$ cat src/rtl/audio_sample_pico_feeder.sv
// Audio sample to PicoBlaze feeder: signed 16-bit sample -> 8-bit magnitude -> FIFO -> strobed byte.
// Optional window-peak reduction is enabled by defining PEAK_HOLD_EN.
`timescale 1ns/1ps

// state   | meaning
// IDLE    | waiting for a buffered byte; pops the FIFO head when level != 0
// PRESENT | new byte on input_data, clk_readdata high for this one cycle
// HOLD    | input_data frozen while the ISR reads it; counts down to 0
module audio_sample_pico_feeder #(
  parameter int FIFO_DEPTH     = 4,
  parameter int HOLDOFF_CYCLES = 64,
  parameter int PEAK_WINDOW    = 8
) (
  input  logic                          clk,
  input  logic                          reset_n,
  input  logic                          sample_valid,
  input  logic [15:0]                   sample_data,
  input  logic                          clr_overflow,
  output logic [7:0]                    input_data,
  output logic                          clk_readdata,
  output logic [$clog2(FIFO_DEPTH):0]   fifo_level,
  output logic                          overflow
);

  localparam int AW = $clog2(FIFO_DEPTH);
  localparam int LW = AW + 1;
  localparam int HW = (HOLDOFF_CYCLES > 1) ? $clog2(HOLDOFF_CYCLES) : 1;
  localparam logic [LW-1:0] DEPTH_L   = LW'(FIFO_DEPTH);
  localparam logic [HW-1:0] HOLD_LOAD = HW'(HOLDOFF_CYCLES - 1);

  typedef enum logic [1:0] {IDLE, PRESENT, HOLD} state_t;

  state_t        state, state_nxt;
  logic [HW-1:0] hold_cnt, hold_cnt_nxt;
  logic          pop;

  logic [15:0]   mag;
  logic [7:0]    mag_byte;
  logic          mag_unused;

  logic          offer_valid;
  logic [7:0]    offer_byte;
  logic          wr_en;
  logic          drop;

  logic [7:0]    mem [FIFO_DEPTH];
  logic [AW-1:0] wr_ptr, rd_ptr;

  // -32768 has no positive counterpart in 16 bits, so it clamps to full scale
  always_comb begin
    if (sample_data == 16'h8000)
      mag = 16'h7FFF;
    else if (sample_data[15])
      mag = 16'h0000 - sample_data;
    else
      mag = sample_data;
  end

  assign mag_byte   = mag[14:7];
  assign mag_unused = ^{mag[15], mag[6:0]};

`ifdef PEAK_HOLD_EN
  localparam int WW = (PEAK_WINDOW > 1) ? $clog2(PEAK_WINDOW) : 1;
  localparam logic [WW-1:0] WIN_LAST = WW'(PEAK_WINDOW - 1);

  logic [WW-1:0] win_cnt;
  logic [7:0]    peak, peak_nxt;

  assign peak_nxt    = (mag_byte > peak) ? mag_byte : peak;
  assign offer_valid = sample_valid && (win_cnt == WIN_LAST);
  assign offer_byte  = peak_nxt;

  always_ff @(posedge clk or negedge reset_n) begin
    if (!reset_n) begin
      win_cnt <= '0;
      peak    <= '0;
    end else if (sample_valid) begin
      if (win_cnt == WIN_LAST) begin
        win_cnt <= '0;
        peak    <= '0;
      end else begin
        win_cnt <= win_cnt + 1'b1;
        peak    <= peak_nxt;
      end
    end
  end
`else
  localparam int peak_window_unused = PEAK_WINDOW;

  assign offer_valid = sample_valid;
  assign offer_byte  = mag_byte;
`endif

  // a pop in the same cycle frees the slot, so a full FIFO can still accept
  assign wr_en = offer_valid && ((fifo_level != DEPTH_L) || pop);
  assign drop  = offer_valid && !wr_en;

  always_comb begin
    state_nxt    = state;
    hold_cnt_nxt = hold_cnt;
    pop          = 1'b0;
    case (state)
      IDLE: begin
        if (fifo_level != '0) begin
          pop       = 1'b1;
          state_nxt = PRESENT;
        end
      end
      PRESENT: begin
        hold_cnt_nxt = HOLD_LOAD;
        state_nxt    = HOLD;
      end
      HOLD: begin
        if (hold_cnt == '0)
          state_nxt = IDLE;
        else
          hold_cnt_nxt = hold_cnt - 1'b1;
      end
      default: state_nxt = IDLE;
    endcase
  end

  always_ff @(posedge clk or negedge reset_n) begin
    if (!reset_n)
      state <= IDLE;
    else
      state <= state_nxt;
  end

  always_ff @(posedge clk or negedge reset_n) begin
    if (!reset_n) begin
      hold_cnt     <= '0;
      input_data   <= '0;
      clk_readdata <= 1'b0;
    end else begin
      hold_cnt     <= hold_cnt_nxt;
      clk_readdata <= pop;
      if (pop)
        input_data <= mem[rd_ptr];
    end
  end

  always_ff @(posedge clk or negedge reset_n) begin
    if (!reset_n) begin
      for (int i = 0; i < FIFO_DEPTH; i++)
        mem[i] <= '0;
      wr_ptr     <= '0;
      rd_ptr     <= '0;
      fifo_level <= '0;
    end else begin
      if (wr_en) begin
        mem[wr_ptr] <= offer_byte;
        wr_ptr      <= wr_ptr + 1'b1;
      end
      if (pop)
        rd_ptr <= rd_ptr + 1'b1;
      case ({wr_en, pop})
        2'b10:   fifo_level <= fifo_level + 1'b1;
        2'b01:   fifo_level <= fifo_level - 1'b1;
        default: fifo_level <= fifo_level;
      endcase
    end
  end

  // a drop in the same cycle as a clear leaves the flag set
  always_ff @(posedge clk or negedge reset_n) begin
    if (!reset_n)
      overflow <= 1'b0;
    else if (drop)
      overflow <= 1'b1;
    else if (clr_overflow)
      overflow <= 1'b0;
  end

endmodule

$ cat config.mk
export PLATFORM = sky130hd
export DESIGN_NAME = audio_sample_pico_feeder
export DESIGN_NICKNAME = d
export VERILOG_FILES = /design/src/rtl/audio_sample_pico_feeder.sv
export SDC_FILE = /design/constraint.sdc
export NUM_CORES = 1
export LEC_CHECK = 0
export ABC_CLOCK_PERIOD_IN_PS = 7800
export CORE_ASPECT_RATIO = 1.25
export CORE_MARGIN = 2
export CORE_UTILIZATION = 45
export CTS_CLUSTER_SIZE = 12
export DETAILED_ROUTE_END_ITERATION = 8
export GPL_TIMING_DRIVEN = 0
export HOLD_SLACK_MARGIN = 0.02
export PLACE_DENSITY = 0.66
export SETUP_SLACK_MARGIN = 0.2
export SLEW_MARGIN = 5
export SYNTH_ARGS = -nofsm -noshare
export SYNTH_HDL_FRONTEND = slang
export SYNTH_SLANG_ARGS = --single-unit
$ cat constraint.sdc
create_clock -name clk -period 7.8 [get_ports clk]
set_clock_uncertainty 0.15 [all_clocks]
set_input_delay 1.56 -clock clk [delete_from_list [all_inputs] [get_ports clk]]
set_output_delay 1.56 -clock clk [all_outputs]
set_load 0.01 [all_outputs]
### Word level (Yosys, flattened, before mapping)

Cells that the tools add are included.

| word-level totals | value |
|---|---|
| input port bits | 20 |
| output and inout bits | 13 |
| register bits after elaboration | 57 |
| word-level logic and storage cells | 63 |

| cells by class | value |
|---|---|
| bitwise gates (word level) | 2 |
| $add $sub $neg | 6 |
| equal/unequal tests | 9 |
| order comparisons | 3 |
| multiplexer cells | 18 |
| reductions and logical operators | 13 |

Operators by type and width:

| operator | count |
|---|---|
| bitwise mux 32 bit | 1 |
| 2-to-1 mux 15 bit | 2 |
| 2-to-1 mux 8 bit | 3 |
| binary-select mux 8 bit (select 2 bit) | 1 |
| demux 8 bit (select 2 bit) | 1 |
| equality test 16 bit (second input constant) | 1 |
| subtractor 1 x 15 -> 15 bit (first input constant) | 1 |
| one-hot mux 6 bit (2 select lines) | 1 |
| >= comparator 3 bit (second input constant) | 2 |
| zero test 6 bit | 1 |
| 2-to-1 mux 6 bit | 1 |
| inequality test 2 bit (second input constant) | 3 |
| inverter 2 -> 3 bit | 2 |
| one-hot mux 2 bit (3 select lines) | 1 |
| one-hot mux 3 bit (2 select lines) | 1 |
| nonzero test 2 bit | 3 |
| subtractor 6 x 1 -> 6 bit (second input constant) | 1 |
| adder 2 x 1 -> 2 bit (second input constant) | 2 |
| equality test 2 x 1 -> 1 bit (second input constant) | 2 |
| equality test 2 bit (second input constant) | 2 |
| 2-to-1 mux 1 bit | 4 |
| 2-to-1 mux 2 bit | 2 |
| AND reduction 2 bit | 2 |
| adder 3 x 1 -> 3 bit (second input constant) | 1 |
| other kinds (8) | 10 |

### Depth between registers and ports, before layout

| depth | value |
|---|---|
| depth after elaboration | 8 |
| depth in mapped cells | 10 |
| gate-level depth less buffers | 9 |

### Worst setup path before layout

Ideal clock, no wire load.

| path | value |
|---|---|
| path kind | input to register |
| start point | input sample_data[0] |
| end point | register mem[13] in the netlist's numbering |
| data required time | 7513 ps |
| stages | 5 |
| path slack | 4400 ps |
| setup time | 137 ps |
| arrival time | 3113 ps |
| path buffers | 1 |
| path through | or4_4 > buf_6 > or4_4 > a221oi_4 > o22ai_1 |

| on the way | value |
|---|---|
| cells in the longest elaborated chain, start to end | 4 |
| elaborated cells between the ends (all ways) | 5 |
| those cells by class | add/sub (1); eq/ne (1); mux (3) |

RTL lines:

| what | line | text |
|---|---|---|
| start, declared | 17 | `input logic [15:0] sample_data,` |
| subtractor 1 x 15 -> 15 bit | 54 | `mag = 16'h0000 - sample_data;` |
| 2-to-1 mux 15 bit | 53 | `else if (sample_data[15])` |
| 2-to-1 mux 15 bit * | 51 | `if (sample_data == 16'h8000)` |
| bitwise mux 32 bit * | 152 | `mem[wr_ptr] <= offer_byte;` |
| end signal, assigned by index | 152 |  |
| end, declared | 46 | `logic [7:0] mem [FIFO_DEPTH];` |

Mark *: on every way between the ends. The rest lies on a longest branch, timed or not.
A chain may end at the register's enable or synchronous reset.

### Worst setup path after layout

| path | value |
|---|---|
| start point | input sample_data[8] |
| end point | register mem[24] in the netlist's numbering |

| on the way | value |
|---|---|
| cells in the longest elaborated chain, start to end | 3 |

RTL lines:

| what | line |
|---|---|
| equality test 16 bit | 51 |
| 2-to-1 mux 15 bit | 51 |
| bitwise mux 32 bit | 152 |

Every way passes these cells.

==> reports/results.ini <==
[status]
outcome = complete, no violations

[sta]
tightestPinTransition_ns = 0.827
period_minus_slack_ns = 3.58
setup_viol = 0
maxClockFrequency_mhz = 279
fin_setup_tns_ns = 0
drv_slew = 0
worst_slack_ns = 4.22
relSlewSlack_pct = 44.9
timing.final.crit_share_pct = 46.0
finalHoldViolations = 0
rsz0062_at_grt = no

[clocking]
cts_tree = yes
clock_path_buffers = 2
cts_root_buffer = clkbuf_8
post_cts_buffers = 0
clock_sinks = 57
numCtsBuffers = 9
clock_latency_ns = 0.33
postCtsHoldBufs = 0
ctsHtreeMaxLevel = 3
clk_pin_slew_ns = 0.06
post_cts_resize_count = 0

[synthesis]
synth_edf_count = 0
synth_most_common_cell = dfrtp_1
synth_fa_ha_area_share_pct = 3.75
synth_top_family_by_area = compound AO/OA/AOI/OAI gates
ys_async_sr_fraction_pct = 100
ys_types = 44
synth_seq_cells = 57
muxShareOfSynthArea_pct = 12.1
netlist_area_um2 = 2870
synth-compound-area-share_pct = 14.4
yosysWarnings = 0
syn-num-nets = 287
netlist_top_cells_area = dfrtp_1, mux4_2, mux2_2, a31oi_1, nor2_1
synth_seq_area_share_pct = 49.7
synth-simple-area-share_pct = 11.8
synth.avg_cell_area_um2 = 11.1
synth_flop_cell = dfrtp_1
synthDominantCellAreaShare_pct = 49.7
synth_xor_area_share_pct = 3.96
yosys.area.top_type = dfrtp_1
synthCells = 259
ys_top_cells_by_count = dfrtp_1, nor2_1, a31oi_1

[die]
io_pins = 33
fp.dieW_um = 75.5
std_cell_rows = 32
initial_core_util_pct = 46.6
core-area_um2 = 6170
dieHeight_um = 93.3
dieArea_um2 = 7040

[routing]
drt_iter0_drc = 76
route.detailed.drc = 0
vias_per_cell = 5.37
wl_per_cell_um = 14.1
dr_total_vias = 2110
first_pass_iters = 4
antenna_left = 0
wl_mm = 5.54

[place]
dp_slack_ns = 3.88
numPortBuffers = 32
place_hpwl_mm = 4.17
place_congestion = 0.790

[run]
drv_cap = 0

[global_routing]
grt_pass1_vias = 2080
grt-ovfl-total = 0
grt_pass1_wl_mm = 9.65
grt_max_degree = 31
grt_use_total_pct = 18.2
antenna_found_initial = 0

[final_layout]
n_antenna_cell = 0
nNetsFinal = 331
area_growth_pct = 22.6
drive_above_1_share_pct = 16.6

[pwr]
ir_drop_v = 0.000154
power_w = 0.00137
leakage_nw = 1.41
p_per_area_nw_per_um2 = 389

[critical_path]
critPathRequiredTime_ns = 7.91
crit_type = in -> reg
worstPathMaxFanout = 6
end_kind = register
start_kind = input pin
arrival_ns = 3.70

[min_path]
hp-class = reg -> reg

[metal layers]
metal / share of wire (%) / up-vias / GRT usage [%] / routed length (um)
met4: 1.6 / 0 / 7.89 / 89
met1: 43 / 1021 / 22.5 / 2380
met5: 0 / - / 0 / 0
li1: - / 1032 / - / -
met3: 3.8 / 7 / 4.42 / 208
met2: 52 / 50 / 29.7 / 2860
[power by group]
group	switching, W	internal, W	total (W)
combinational	0.000263	0.000301	0.000565
clock	0.000107	0.000173	0.000281
sequential	0.0000824	0.000440	0.000523
[worst max-delay path, stage by stage]
cell             delay, ns
clkdlybuf4s50_1       0.47
or4_4                 0.61
or4_1                 0.43
a211oi_2              0.39
mux2_2                0.23
[state kept, by name (all words and copies together) (netlist names)]
name and cells:
fifo_level 3, mem 32, rd_ptr 2, clk_readdata 1
hold_cnt 6, wr_ptr 2, state 2, input_data 8
overflow 1
[cells by family (layout without fill, tap and decap cells)]
logic type / after synthesis / count (layout)
simple gates: 67 / 67
compound gates: 60 / 60
flops: 57 / 57
buf+inv: 31 / 80
mux: 23 / 23
xor+xnor: 13 / 13
fa+ha+maj: 8 / 8
[layout make-up]
type                    instances  area (um^2)
clock inverters                 2         35.0
well taps                      85          106
clock buffers                  14          173
flip-flops and latches         57         1430
fillers                       570         2640
multi-input cells             171         1320
inverters                      17         63.8
repair buffers                 33          335
plain buffers                  14         62.6
[cell usage in the layout (no fill, tap or decap), drive strengths merged, types with 2 or more instances in the layout]
master and count:
dfrtp 57, clkdlybuf4s50 31, nor2 28, clkbuf 24, a31oi 20, nand2 17, inv 16, mux2 13
o21ai 12, xor2 10, o22ai 8, mux4 8, ha 7, a21oi 6, buf 6, or4 5
or2 3, xnor2 3, o41ai 3, nor3 2, nand2b 2, o31ai 2, nand3 2, nand4 2
mux2i 2, a32oi 2, nor4 2, clkinv 2
[metrics by stage]
stage / hold slack, ns / instances / utilization (%) / area, um^2
floorplan: 0.325 / 259 / - / 2870
global placement: 0.335 / 376 / 53.5 / 3300
detailed placement: 0.343 / 377 / 53.8 / 3310
CTS: 0.356 / 393 / 57.1 / 3520
global route: 0.364 / 393 / 57.1 / 3520
finish: 0.350 / 393 / 57.1 / 3520
[path summary, 6_finish.rpt]
kind | startpoint | endpoint | depth (start not counted) | slack [ns]
worst max register to register | state[0]$_DFFE_PN0P_ | fifo_level[2]$_DFFE_PN0P_ | 10 | 5.10
min in group asynchronous | reset_n | wr_ptr[1]$_DFFE_PN0P_ | 1 | 1.11
worst max-delay path | sample_data[8] | mem[24]$_DFFE_PN0P_ | 5 | 4.22
worst min register to register | mem[8]$_DFFE_PN0P_ | mem[8]$_DFFE_PN0P_ | 1 | 0.35
worst min-delay path | mem[8]$_DFFE_PN0P_ | mem[8]$_DFFE_PN0P_ | 1 | 0.35
max in group asynchronous | reset_n | fifo_level[2]$_DFFE_PN0P_ | 2 | 5.81
No activity file was read; power rests on OpenSTA's default activity.
==> edit 1 (same flow settings) <==
`FIFO_DEPTH`: 4 -> 16.
--- a/src/rtl/audio_sample_pico_feeder.sv
+++ b/src/rtl/audio_sample_pico_feeder.sv
@@ -8,5 +8,5 @@
 // HOLD    | input_data frozen while the ISR reads it; counts down to 0
 module audio_sample_pico_feeder #(
-  parameter int FIFO_DEPTH     = 4,
+  parameter int FIFO_DEPTH     = 16,
   parameter int HOLDOFF_CYCLES = 64,
   parameter int PEAK_WINDOW    = 8
Ports: changed (resized fifo_level); port bits go from 33 to 35. No check against the original RTL was run, so the function may have changed too.
==> edit 1 against the unedited design <==
- setup slack got worse by 0.99 ns
- non-clock buffer count rose by 29
- final area rose to 2.5 times the old value
- routed wire length rose to 3.3 times the old value
- maximum frequency fell by 22%
- total power rose by 110%
- combinational power rose by 41%
- sequential cell count rose by 102
- area after synthesis rose to 2.7 times the old value
- critical path type unchanged
- largest power group is now registers
==> edit 1: results <==
{
  "status": "completed",
  "yosysSeqAreaShare_pct": 51.56,
  "synth_top_cell_area_share_pct": 51.56,
  "avgSynthCellArea_sq_um": 11.71,
  "fmax_ghz": 0.2187,
  "yosysUniqueCellTypes": 61,
  "routed_wl_microns": 18540,
  "grt_max_degree": 99,
  "crit_end": "fifo_level[4]",
  "ys_top_cells_by_area": "dfrtp_1 52%, mux4_2 9.3%, mux2_2 6.1%, o21ai_0 4.3%, nand2_1 3.6%",
  "p_per_area_mw_per_mm2": 328.4,
  "largestRegisters": "mem (128), input_data (8), hold_cnt (6)",
  "firstDrtPassIters": 5,
  "synth_top_cells_by_count": "159 x dfrtp_1, 73 x nand2_1, 67 x o21ai_0",
  "clk_latency_ns": 0.43,
  "dp_hpwl_microns": 13170,
  "gp_congestion": 0.7828,
  "layout.cells.non_filler": 943,
  "pg_seq_mw": 1.34,
  "path_max_fanout": 9,
  "r2r_cells": 13,
  "viasPerCell": 5.876,
  "powerClk_mw": 0.783,
  "crit_slowest_cell": "clkdlybuf4s50_1",
  "grt_pass1_wl_microns": 30400,
  "drt_iter0_drc": 289,
  "min_period_over_period_pct": 58.61,
  "drive_gt1_share_pct": 21.02,
  "globalRouteMet1Util_pct": 26.78
}
-- edit 1: cell types whose count changed in the layout (fill, tap and decap cells not counted), moves of 11 or more --
cell,before,now
dfrtp_1,57,159
nand2_1,17,73
o21ai_0,12,67
mux2_2,13,42
a21oi_1,6,33
mux4_2,8,32
a31oi_1,20,1
clkbuf_16,0,17
buf_2,3,16
clkbuf_1,12,25
clkbuf_8,12,1
-- edit 1: area by class of cell --
class                           instances  area share (%)
Inverter                               21          0.8863
Multi-Input combinational cell        435           38.97
Buffer                                 44           2.167
Clock buffer                           18           4.938
Tap cell                              220           3.095
Clock inverter                         14           1.351
Sequential cell                       159           44.74
Timing Repair Buffer                   32           3.855
-- edit 1: cells by family after synthesis --
group | count (synthesis) | share of synthesized area, %
xor+xnor | 15 | 1.703
flops | 159 | 51.56
mux | 92 | 18.32
compound gates | 172 | 14.40
buf+inv | 65 | 3.519
fa+ha+maj | 10 | 1.622
simple gates | 146 | 8.870
-- edit 1: worst max-delay path, delay by kind of cell --
kind | cells | cell delay, ns
fa+ha+maj | 2 | 0.46
xor+xnor | 1 | 0.19
compound gates | 3 | 1.03
mux | 1 | 0.17
buf+inv | 3 | 0.96
simple gates | 1 | 0.35
-- edit 1: how the worst min path moves through the flow --
stage          endpoint  slack (ns)     from  depth (start not counted)
6_report         mem[5]        0.33   mem[5]                          2
5_1_grt         mem[36]        0.34  mem[36]                          2
3_3_place_gp    mem[33]        0.31  mem[33]                          2
2_1_floorplan   mem[32]        0.29  mem[32]                          2
3_5_place_dp    mem[36]        0.32  mem[36]                          2
4_1_cts         mem[36]        0.33  mem[36]                          2
-- edit 1: routing by layer --
metal	part of all wire, %	vias to the layer above
li1	-	2524
met1	41	2824
met2	52	155
met3	3.9	38
met4	3.2	0
met5	0	-
==> edit 2 (config.mk and constraints unchanged) <==
Made on the original files. Register the input `sample_data` before use, with the module's reset. The logic sees it one clock later. The other inputs are not delayed to match.
--- a/src/rtl/audio_sample_pico_feeder.sv
+++ b/src/rtl/audio_sample_pico_feeder.sv
@@ -31,4 +31,14 @@
   typedef enum logic [1:0] {IDLE, PRESENT, HOLD} state_t;
 
+  logic [15:0] sample_data_q;
+
+  always_ff @(posedge clk or negedge reset_n) begin
+    if (!reset_n) begin
+      sample_data_q <= '0;
+    end else begin
+      sample_data_q <= sample_data;
+    end
+  end
+
   state_t        state, state_nxt;
   logic [HW-1:0] hold_cnt, hold_cnt_nxt;
@@ -49,10 +59,10 @@
   // -32768 has no positive counterpart in 16 bits, so it clamps to full scale
   always_comb begin
-    if (sample_data == 16'h8000)
+    if (sample_data_q == 16'h8000)
       mag = 16'h7FFF;
-    else if (sample_data[15])
-      mag = 16'h0000 - sample_data;
+    else if (sample_data_q[15])
+      mag = 16'h0000 - sample_data_q;
     else
-      mag = sample_data;
+      mag = sample_data_q;
   end
 
Behaviour: not the same (Yosys sat finds a counterexample within 4 cycles, from zero or initial values and one cycle with reset_n low).
==> edit 2 against the unedited design <==
- area after synthesis increased by 13%
- sequential power increased by 14%
- first-iteration DRC count increased by 84%
- total power increased by 8.8%
- global-route usage decreased by 0.83 points
- sequential cell count increased by 16
- sequential share of layout area increased by 5.9 points
- hold slack got worse by 0.019 ns
- setup slack improved by 0.25 ns
- final area increased by 12%
- via count increased by 6.0%
- final cell count increased by 5.1%
- routed wire length increased by 10%
- critical endpoint is now fifo_level[2]
- largest power group is now registers
- highest routed layer unchanged
==> edit 2: results <==
{
  "syn_nets": 302,
  "hold_end": "mem[7]",
  "dp_hpwl_microns": 4401,
  "vias": 2236,
  "synth.area.mux_share_pct": 11.03,
  "clk_latency_ns": 0.35,
  "hold_start": "mem[7]",
  "drt_iter0_drc": 140,
  "critPathMaxStageDelay_ns": 0.52,
  "largestRegisters": "mem (32), sample_data_q (16), input_data (8)",
  "worstMarginPinSlew_ns": 0.7940,
  "rr_startpoint": "state[1]",
  "power.share.switching_pct": 31.53,
  "place_ws_ns": 4.112,
  "r2r_slack_ns": 4.88,
  "crit_slowest_cell": "clkdlybuf4s50_1",
  "detail_route.wl_per_cell_microns": 14.80,
  "synth_compound_area_share_pct": 14.07,
  "status": "completed",
  "grt_max_degree": 41,
  "grt_pass1_vias": 2267,
  "ys_top_cells_by_area": "dfrtp_1 56%, mux4_2 5.6%, o21ai_0 4.9%, mux2_2 4.9%, nand2_1 4.0%",
  "synth_xor_area_share_pct": 2.159,
  "drive_gt1_share_pct": 15.17,
  "cellLeakagePower_nw": 1.651,
  "critPathArrivalTime_ns": 3.46,
  "yosysSeqAreaShare_pct": 56.28
}
## edit 2: logic make-up (layout without fill, tap and decap cells)
| logic type | after synthesis | after routing |
|---|---|---|
| AOI/OAI and AO/OA | 68 | 68 |
| buffers and inverters | 25 | 74 |
| and+or+nand+nor | 68 | 68 |
| muxes | 24 | 24 |
| adders and majority gates | 8 | 8 |
| DFF | 73 | 73 |
| xor gates and xnor gates | 8 | 8 |
## edit 2: routing by layer
metal  wire length (microns)  vias to the layer above  track usage [%]
met5                       0                        -                0
met4                     175                        0            9.126
met3                     217                       16            3.205
met2                    3169                       49            30.00
met1                    2551                     1087            20.23
li1                        -                     1084                -
## edit 2: area by class of cell
type	instances	area, sq um
plain buffers	13	55.05
multi-input cells	176	1319
flip-flops and latches	73	1827
clock buffers	11	141.4
repair buffers	33	337.8
fillers	630	3037
well taps	90	112.6
clock inverters	5	102.6
inverters	12	45.04
## edit 2: worst max path at each step
stage	startpoint	end	slack, ns
after floorplan	sample_valid	fifo_level[2]	4.84
after CTS	sample_valid	fifo_level[2]	4.48
after global placement	reset_n	mem[5]	2.60
after detailed placement	sample_valid	fifo_level[2]	4.11
after global routing	sample_valid	fifo_level[2]	4.31
final	sample_valid	fifo_level[2]	4.47
## edit 2: metrics by stage
step | hold slack, ns | util [%] | std cells
after floorplan | 0.2932 | - | 274
after global placement | 0.3059 | 52.73 | 396
after detailed placement | 0.3159 | 52.98 | 397
after CTS | 0.3322 | 56.47 | 413
after global routing | 0.3425 | 56.47 | 413
final | 0.3307 | 56.47 | 413
## edit 2: critical path: cells and delay by family
kind | cells | cell delay, ns
simple gates | 1 | 0.12
buf+inv | 2 | 0.58
compound gates | 1 | 0.25
xor+xnor | 2 | 0.30
fa+ha+maj | 2 | 0.65
## edit 2: power groups by stage
stage	clock (mW)	combinational (mW)	sequential, mW
floorplan	0	0.370	0.599
global placement	0	0.527	0.599
detailed placement	0	0.542	0.607
CTS	0.365	0.543	0.599
global route	0.382	0.597	0.617
finish	0.357	0.534	0.598
